<file path="config.mk">
export PLATFORM = sky130hd
export DESIGN_NAME = cmd_queue
export DESIGN_NICKNAME = d
export VERILOG_FILES = /design/src/rtl/cmd_queue_pkg.sv /design/src/rtl/cmd_fifo_mem.sv /design/src/rtl/cmd_queue.sv
export SDC_FILE = /design/constraint.sdc
export NUM_CORES = 1
export LEC_CHECK = 0
export BUFFER_PORTS_ARGS = -buffer_cell sky130_fd_sc_hd__buf_2
export CORE_AREA = 4 4 302 304
export CTS_CLUSTER_SIZE = 40
export DETAILED_ROUTE_END_ITERATION = 6
export DIE_AREA = 0 0 306 308
export MAX_ROUTING_LAYER = met4
export PLACE_DENSITY = 0.65
export SKIP_LAST_GASP = 1
export SLEW_MARGIN = 20
export SYNTH_ARGS = -nofsm -noshare
export SYNTH_HDL_FRONTEND = slang
export SYNTH_SLANG_ARGS = --single-unit
</file>
<file path="constraint.sdc">
create_clock -name clk -period 9 [get_ports clk]
set_input_delay 1.8 -clock clk [delete_from_list [all_inputs] [get_ports clk]]
set_output_delay 1.8 -clock clk [all_outputs]
set_load 0.01 [all_outputs]
</file>
<file path="src/rtl/cmd_queue_pkg.sv">
`default_nettype none
// ============================================================================
//  Module      : cmd_queue_pkg
//  Description : Shared command-word definitions for the command queue and
//                the dispatcher: opcode field position, legal opcodes and
//                the queue state encoding.
//  Revision    : 1.0  initial release
// ============================================================================
package cmd_queue_pkg;

  localparam int CMD_W        = 64;
  localparam int OP_MSB       = 63;
  localparam int OP_LSB       = 56;
  localparam int CORE_SEL_BIT = 55;

  localparam logic [7:0] OP_HALT = 8'h00;
  localparam logic [7:0] OP_NTT  = 8'h01;
  localparam logic [7:0] OP_DMA  = 8'h02;

  typedef enum logic [0:0] {
    ST_RUN    = 1'b0,
    ST_HALTED = 1'b1
  } q_state_e;

  function automatic logic op_is_legal(input logic [7:0] op);
    return (op == OP_HALT) || (op == OP_NTT) || (op == OP_DMA);
  endfunction

endpackage
`default_nettype wire

</file>
<file path="src/rtl/cmd_fifo_mem.sv">
`default_nettype none
// ============================================================================
//  Module      : cmd_fifo_mem
//  Description : DEPTH x 64 command storage, one synchronous write port and
//                one asynchronous read port (show-ahead head entry).
//  Ports       : clk      - write clock
//                wr_en    - write strobe
//                wr_addr  - write address (AW bits)
//                wr_data  - command word to store
//                rd_addr  - read address (AW bits)
//                rd_data  - command word at rd_addr, combinational
//  Revision    : 1.0  initial release
// ============================================================================
module cmd_fifo_mem
  import cmd_queue_pkg::*;
#(
  parameter int DEPTH = 16,
  parameter int AW    = $clog2(DEPTH)
) (
  input  logic             clk,
  input  logic             wr_en,
  input  logic [AW-1:0]    wr_addr,
  input  logic [CMD_W-1:0] wr_data,
  input  logic [AW-1:0]    rd_addr,
  output logic [CMD_W-1:0] rd_data
);

  // Storage is intentionally not reset: occupancy lives in the controller,
  // so stale contents are never presented as valid.
  logic [CMD_W-1:0] mem_q [DEPTH];

  always_ff @(posedge clk) begin
    if (wr_en) begin
      mem_q[wr_addr] <= wr_data;
    end
  end

  assign rd_data = mem_q[rd_addr];

endmodule
`default_nettype wire

</file>
<file path="src/rtl/cmd_queue.sv">
`default_nettype none
// ============================================================================
//  Module      : cmd_queue
//  Description : Host-to-dispatcher command FIFO with opcode filtering and a
//                RUN/HALTED flow-control FSM. A popped HALT opcode stops the
//                queue offering commands until resume or flush.
//  Ports       : clk, rst_n           - clock, async active-low reset
//                host_valid/ready/data- host push handshake
//                cmd_valid/ready/data - dispatcher pop handshake (show-ahead)
//                flush                - discard contents, back to RUN
//                resume               - leave HALTED
//                level                - occupancy 0..DEPTH
//                halted_q             - high while HALTED
//                illegal_err          - sticky, illegal opcode rejected
//                issued_cnt/stall_cnt - only with CMD_QUEUE_STATS_EN
//  Options     : CMD_QUEUE_STATS_EN adds saturating pop / stall counters.
//  Revision    : 1.0  initial release
// ============================================================================
module cmd_queue
  import cmd_queue_pkg::*;
#(
  parameter int DEPTH = 16,
  parameter int AW    = $clog2(DEPTH)
) (
  input  logic          clk,
  input  logic          rst_n,
  input  logic          host_valid,
  input  logic [63:0]   host_data,
  output logic          host_ready,
  output logic          cmd_valid,
  output logic [63:0]   cmd_data,
  input  logic          cmd_ready,
  input  logic          flush,
  input  logic          resume,
  output logic [AW:0]   level,
  output logic          halted_q,
  output logic          illegal_err
`ifdef CMD_QUEUE_STATS_EN
  ,
  output logic [31:0]   issued_cnt,
  output logic [31:0]   stall_cnt
`endif
);

  q_state_e      state_q, state_d;
  logic [AW-1:0] wr_ptr_q, wr_ptr_d;
  logic [AW-1:0] rd_ptr_q, rd_ptr_d;
  logic [AW:0]   level_q, level_d;
  logic          illegal_q, illegal_d;

  logic full;
  logic push_acc;
  logic op_ok;
  logic store;
  logic pop;

  assign full       = (level_q == (AW+1)'(DEPTH));
  // Blocking push during flush means a flush-cycle word is simply dropped.
  assign host_ready = !full && !flush;
  assign push_acc   = host_valid && host_ready;
  assign op_ok      = op_is_legal(host_data[OP_MSB:OP_LSB]);
  assign store      = push_acc && op_ok;
  assign cmd_valid  = (level_q != '0) && (state_q == ST_RUN);
  assign pop        = cmd_valid && cmd_ready && !flush;

  assign level       = level_q;
  assign halted_q    = (state_q == ST_HALTED);
  assign illegal_err = illegal_q;

  cmd_fifo_mem #(
    .DEPTH (DEPTH),
    .AW    (AW)
  ) u_mem (
    .clk     (clk),
    .wr_en   (store),
    .wr_addr (wr_ptr_q),
    .wr_data (host_data),
    .rd_addr (rd_ptr_q),
    .rd_data (cmd_data)
  );

  always_comb begin
    wr_ptr_d  = wr_ptr_q;
    rd_ptr_d  = rd_ptr_q;
    level_d   = level_q;
    illegal_d = illegal_q;
    if (flush) begin
      wr_ptr_d  = '0;
      rd_ptr_d  = '0;
      level_d   = '0;
      illegal_d = 1'b0;
    end else begin
      if (store) wr_ptr_d = wr_ptr_q + AW'(1);
      if (pop)   rd_ptr_d = rd_ptr_q + AW'(1);
      case ({store, pop})
        2'b10:   level_d = level_q + (AW+1)'(1);
        2'b01:   level_d = level_q - (AW+1)'(1);
        default: level_d = level_q;
      endcase
      if (push_acc && !op_ok) illegal_d = 1'b1;
    end
  end

  always_comb begin
    state_d = state_q;
    if (flush) begin
      state_d = ST_RUN;
    end else begin
      case (state_q)
        ST_RUN:    if (pop && (cmd_data[OP_MSB:OP_LSB] == OP_HALT)) state_d = ST_HALTED;
        ST_HALTED: if (resume) state_d = ST_RUN;
        default:   state_d = ST_RUN;
      endcase
    end
  end

  always_ff @(posedge clk or negedge rst_n) begin
    if (!rst_n) begin
      state_q   <= ST_RUN;
      wr_ptr_q  <= '0;
      rd_ptr_q  <= '0;
      level_q   <= '0;
      illegal_q <= 1'b0;
    end else begin
      state_q   <= state_d;
      wr_ptr_q  <= wr_ptr_d;
      rd_ptr_q  <= rd_ptr_d;
      level_q   <= level_d;
      illegal_q <= illegal_d;
    end
  end

`ifdef CMD_QUEUE_STATS_EN
  logic [31:0] issued_q, issued_d;
  logic [31:0] stall_q, stall_d;

  always_comb begin
    issued_d = issued_q;
    stall_d  = stall_q;
    if (flush) begin
      issued_d = '0;
      stall_d  = '0;
    end else begin
      if (pop && (issued_q != 32'hFFFF_FFFF)) issued_d = issued_q + 32'd1;
      if (cmd_valid && !cmd_ready && (stall_q != 32'hFFFF_FFFF)) stall_d = stall_q + 32'd1;
    end
  end

  always_ff @(posedge clk or negedge rst_n) begin
    if (!rst_n) begin
      issued_q <= '0;
      stall_q  <= '0;
    end else begin
      issued_q <= issued_d;
      stall_q  <= stall_d;
    end
  end

  assign issued_cnt = issued_q;
  assign stall_cnt  = stall_q;
`endif

endmodule
`default_nettype wire

</file>
==> metrics.md <==
| Metric | Value |
|---|---|
| Prevailing post-synth register cell | `edfxtp_1` |
| CP Buf/Inv Count | `2` |
| CP endpoint kind | `output pin` |
| Max Freq | `0.180 GHz` |
| Slowest stage delay, CP | `980 ps` |
| Pint | `between 8 and 9 mW` |
| Cells on worst reg2reg path | `5` |
| Rows | `109` |
| Die ar. | `94,200 um2` |
| CTS clock-pin slew for the worst setup and hold paths | `60 ps` |
| Switching share of total power | `0.230` |
| Final Hold Viols | `0` |
| Worst-skew pair later-pin latency | `about 660 ps` |
| Vias in the first global route | `about 18,000` |
| Drt drc | `0` |
| Clock power share | `0.367` |
| Post-DP HPWL | `roughly 42,000 um` |
| Pleak | `13.8 nW` |
| Outcome | `complete, no violations` |
| Nets | `1,847` |
| Area growth, synth to finish | `13.5%` |
| Post-CTS Setup Repair Bufs | `0` |
| Startpoint Class | `flop` |
| Worst R2R End | `halted_q` |
| Die Wd | `slightly above 300 um` |
| Post-Syn Nets | `1,647` |
| PnR worst setup slack | `3440 ps` |
| Dpl cell area | `41,600 um2` |
| Distinct cells, synth | `41` |
| VDD IR max | `approximately 0.00016 V` |
| Sequential share of the synthesized area | `0.789` |
| Clock H-tree levels | `3` |
| Initial antenna violation count | `15` |
| Max Cap Violations | `0` |
| Flop pwr share | `0.494` |
| Largest net degree at the start of global routing | `130` |
| Worst path top cell family by delay | `multiplexers` |
| CP required | `between 7000 and 8000 ps` |
| Max FO, Critical Path | `41` |
| Final Wtd Congestion | `0.747` |
| Worst hold path type | `reg2reg` |
| Post-route cell area | `44,800 um2` |
| Pwr Density | `244 nW/um2` |
| Reg-to-reg slack, setup | `5340 ps` |
| Hold depth | `2` |
| Slowest stage cell, crit path | `dfrtp_4` |
| Hold buffer count at CTS | `0` |
| Total Wirelength | `81,900 um` |
| Synth warn | `0` |
| Combinational share of power | `0.139` |
| Total CTS buffers | `102` |
| Initial Util | `0.447` |
| WP data arrival | `3760 ps` |
| DR vias/cell | `5.71` |
| Hold EP | `illegal_err` |
| Core Box Area | `~88,000 um2` |
| TritonCTS clock tree | `built` |
| Cells after Synth | `1,568` |
| Layout Skew | `23.1 ps` |
| Final hold slack | `roughly 560 ps` |
| Iter 0 DRT Violations | `~1,700` |
| Async set or reset register ratio after synthesis | `0.0144` |
| Die H | `308 um` |
| CTS Buffer Depth | `3` |
| Overall Global Routing Usage | `0.180` |
| Clk sinks | `about 1,000` |
| Synth Cell Area | `39,500 um2` |
| Via count | `17,300` |
| Seq cells post-synth | `1,039` |
| Period utilization | `0.617` |
| Resized cells post-CTS | `0` |
| Cell mode on critical path | `mux4_2` |
| Root Driver | `clkbuf_16` |
| NetSw | `about 2.5 mW` |
| Global-route wire length before repair | `122,000 um` |
| Per-cell routed wire length | `about 27 um` |
| Min Tclk post-route | `around 5600 ps` |
| Worst rel slew slack | `0.193` |
| Avg Cell Area, Syn | `25.2 um2` |
| Hold Startpoint | `illegal_err` |
| Worst slew pin tran | `1210 ps` |
| Antenna Nets Post-Route | `0` |
| Ports | `around 140` |
| Layout cells sized above 1 | `0.347` |
| Grt total ovfl | `0` |
| Post-synth EDFFs | `around 1,000` |
| Final setup viols | `0` |
| Pre-CTS WS | `between 3000 and 4000 ps` |
| Port-buffer cells | `142` |
| Reg2reg start | `rd_ptr_q[0]` |
| Fin util | `0.508` |
| Crit Path Category | `reg2out` |
| Max Transition Viols Final | `0` |
| Worst-path cell chain | `buf_4, mux4_2, mux4_2, buf_2` |
| RSZ-0062 raised after global routing | `false` |
| Number of iterations in the first detailed-routing pass | `5` |
## worst register-to-register path, stage by stage, from the launching register on
cell     delay, ps
dfrtp_4        980
buf_4          780
mux4_1         660
mux4_2         520
nor4_1         470
a31o_1         210
## synthesized netlist by cell type (all sizes together), types with 2 or more instances
cell type	instances	area (um2)
inv	14	52.6
nor3	3	15.0
nor4	6	37.5
nand2	9	33.8
and3	5	31.3
a22oi	6	45.0
xnor2	7	68.8
mux2i	12	120
dfrtp	15	375
nor2	22	82.6
and2	5	31.3
or3	4	25.0
buf	42	260
mux4	310	7000
a221oi	4	35.0
or4	2	18.8
edfxtp	1024	30700
clkbuf	36	135
a21oi	7	35.0
nor2b	2	12.5
ha	8	100
xor2	2	17.5
o21ai	6	30.0
nand3	8	40.0
## kinds of logic after synthesis
kind of cell	count (synthesis)	share of synthesized area
compound gates	30	0.00564
xor+xnor	9	0.00219
fa+ha+maj	9	0.00304
buf+inv	92	0.0114
flops	1039	0.789
mux	322	0.180
simple gates	67	0.00847
## metrics by stage
stage / TNS, ps / power [mW] / instances
after floorplan: -138930 / 6.65 / 1568
after global placement: 0 / 7.05 / 2827
after detailed placement: 0 / 7.07 / 2827
after CTS: 0 / 11.1 / 3016
after global routing: 0 / 11.4 / 3025
final: 0 / 10.9 / 3025
## cell usage in the layout (no fill, tap or decap), drive strengths merged, types with 2 or more instances in the layout
cell type,n
a21oi,7
a221oi,4
a22oi,6
and2,5
and3,5
buf,174
bufinv,6
clkbuf,126
clkinv,51
dfrtp,15
diode,7
edfxtp,1024
ha,8
inv,19
mux2i,12
mux4,310
nand2,9
nand3,8
nor2,22
nor2b,2
nor3,3
nor4,6
o21ai,6
or3,4
or4,2
xnor2,7
xor2,2
## power by group through the flow
stage | sequential, mW | clock, mW | combinational (mW)
after floorplan | 5.44 | 0 | 1.21
after CTS | 5.40 | 4.10 | 1.57
final | 5.40 | 4.01 | 1.52
after global routing | 5.40 | 4.31 | 1.64
after detailed placement | 5.50 | 0 | 1.56
after global placement | 5.50 | 0 | 1.55
## how the worst max path moves through the flow
stage	slack, ps	start	cells after the start	end
after floorplan	-540	host_data[58]	4	u_mem.mem_q[0][0]
final	3440	rd_ptr_q[0]	4	cmd_data[17]
after global placement	3240	host_data[61]	7	u_mem.mem_q[14][39]
after detailed placement	3130	host_data[61]	7	u_mem.mem_q[14][38]
after CTS	3280	rd_ptr_q[0]	4	cmd_data[26]
after global routing	3160	rd_ptr_q[0]	4	cmd_data[17]
## registers in the layout, indices dropped and copies added (netlist names)
name	cells
u_mem.mem_q	1024
level	5
rd_ptr_q	4
wr_ptr_q	4
halted_q	1
illegal_err	1
## area by class of cell
| class | instances | area, um2 |
|---|---|---|
| clock inverters | 63 | 514 |
| clock buffers | 126 | 2640 |
| inverters | 14 | 55.1 |
| repair buffers | 174 | 1000 |
| well taps | 1165 | 1460 |
| diodes | 7 | 17.5 |
| fillers | 6749 | 43400 |
| multi-input cells | 437 | 7970 |
| flip-flops and latches | 1039 | 31100 |
## routing by layer
metal,share of wire,global-route usage,up-vias
met4,0.018,0.0375,0
met5,0,-,-
met2,0.51,0.295,506
met3,0.053,0.0290,131
li1,-,-,7228
met1,0.42,0.243,9394
Note: power is estimated with default switching activity, not from simulation.
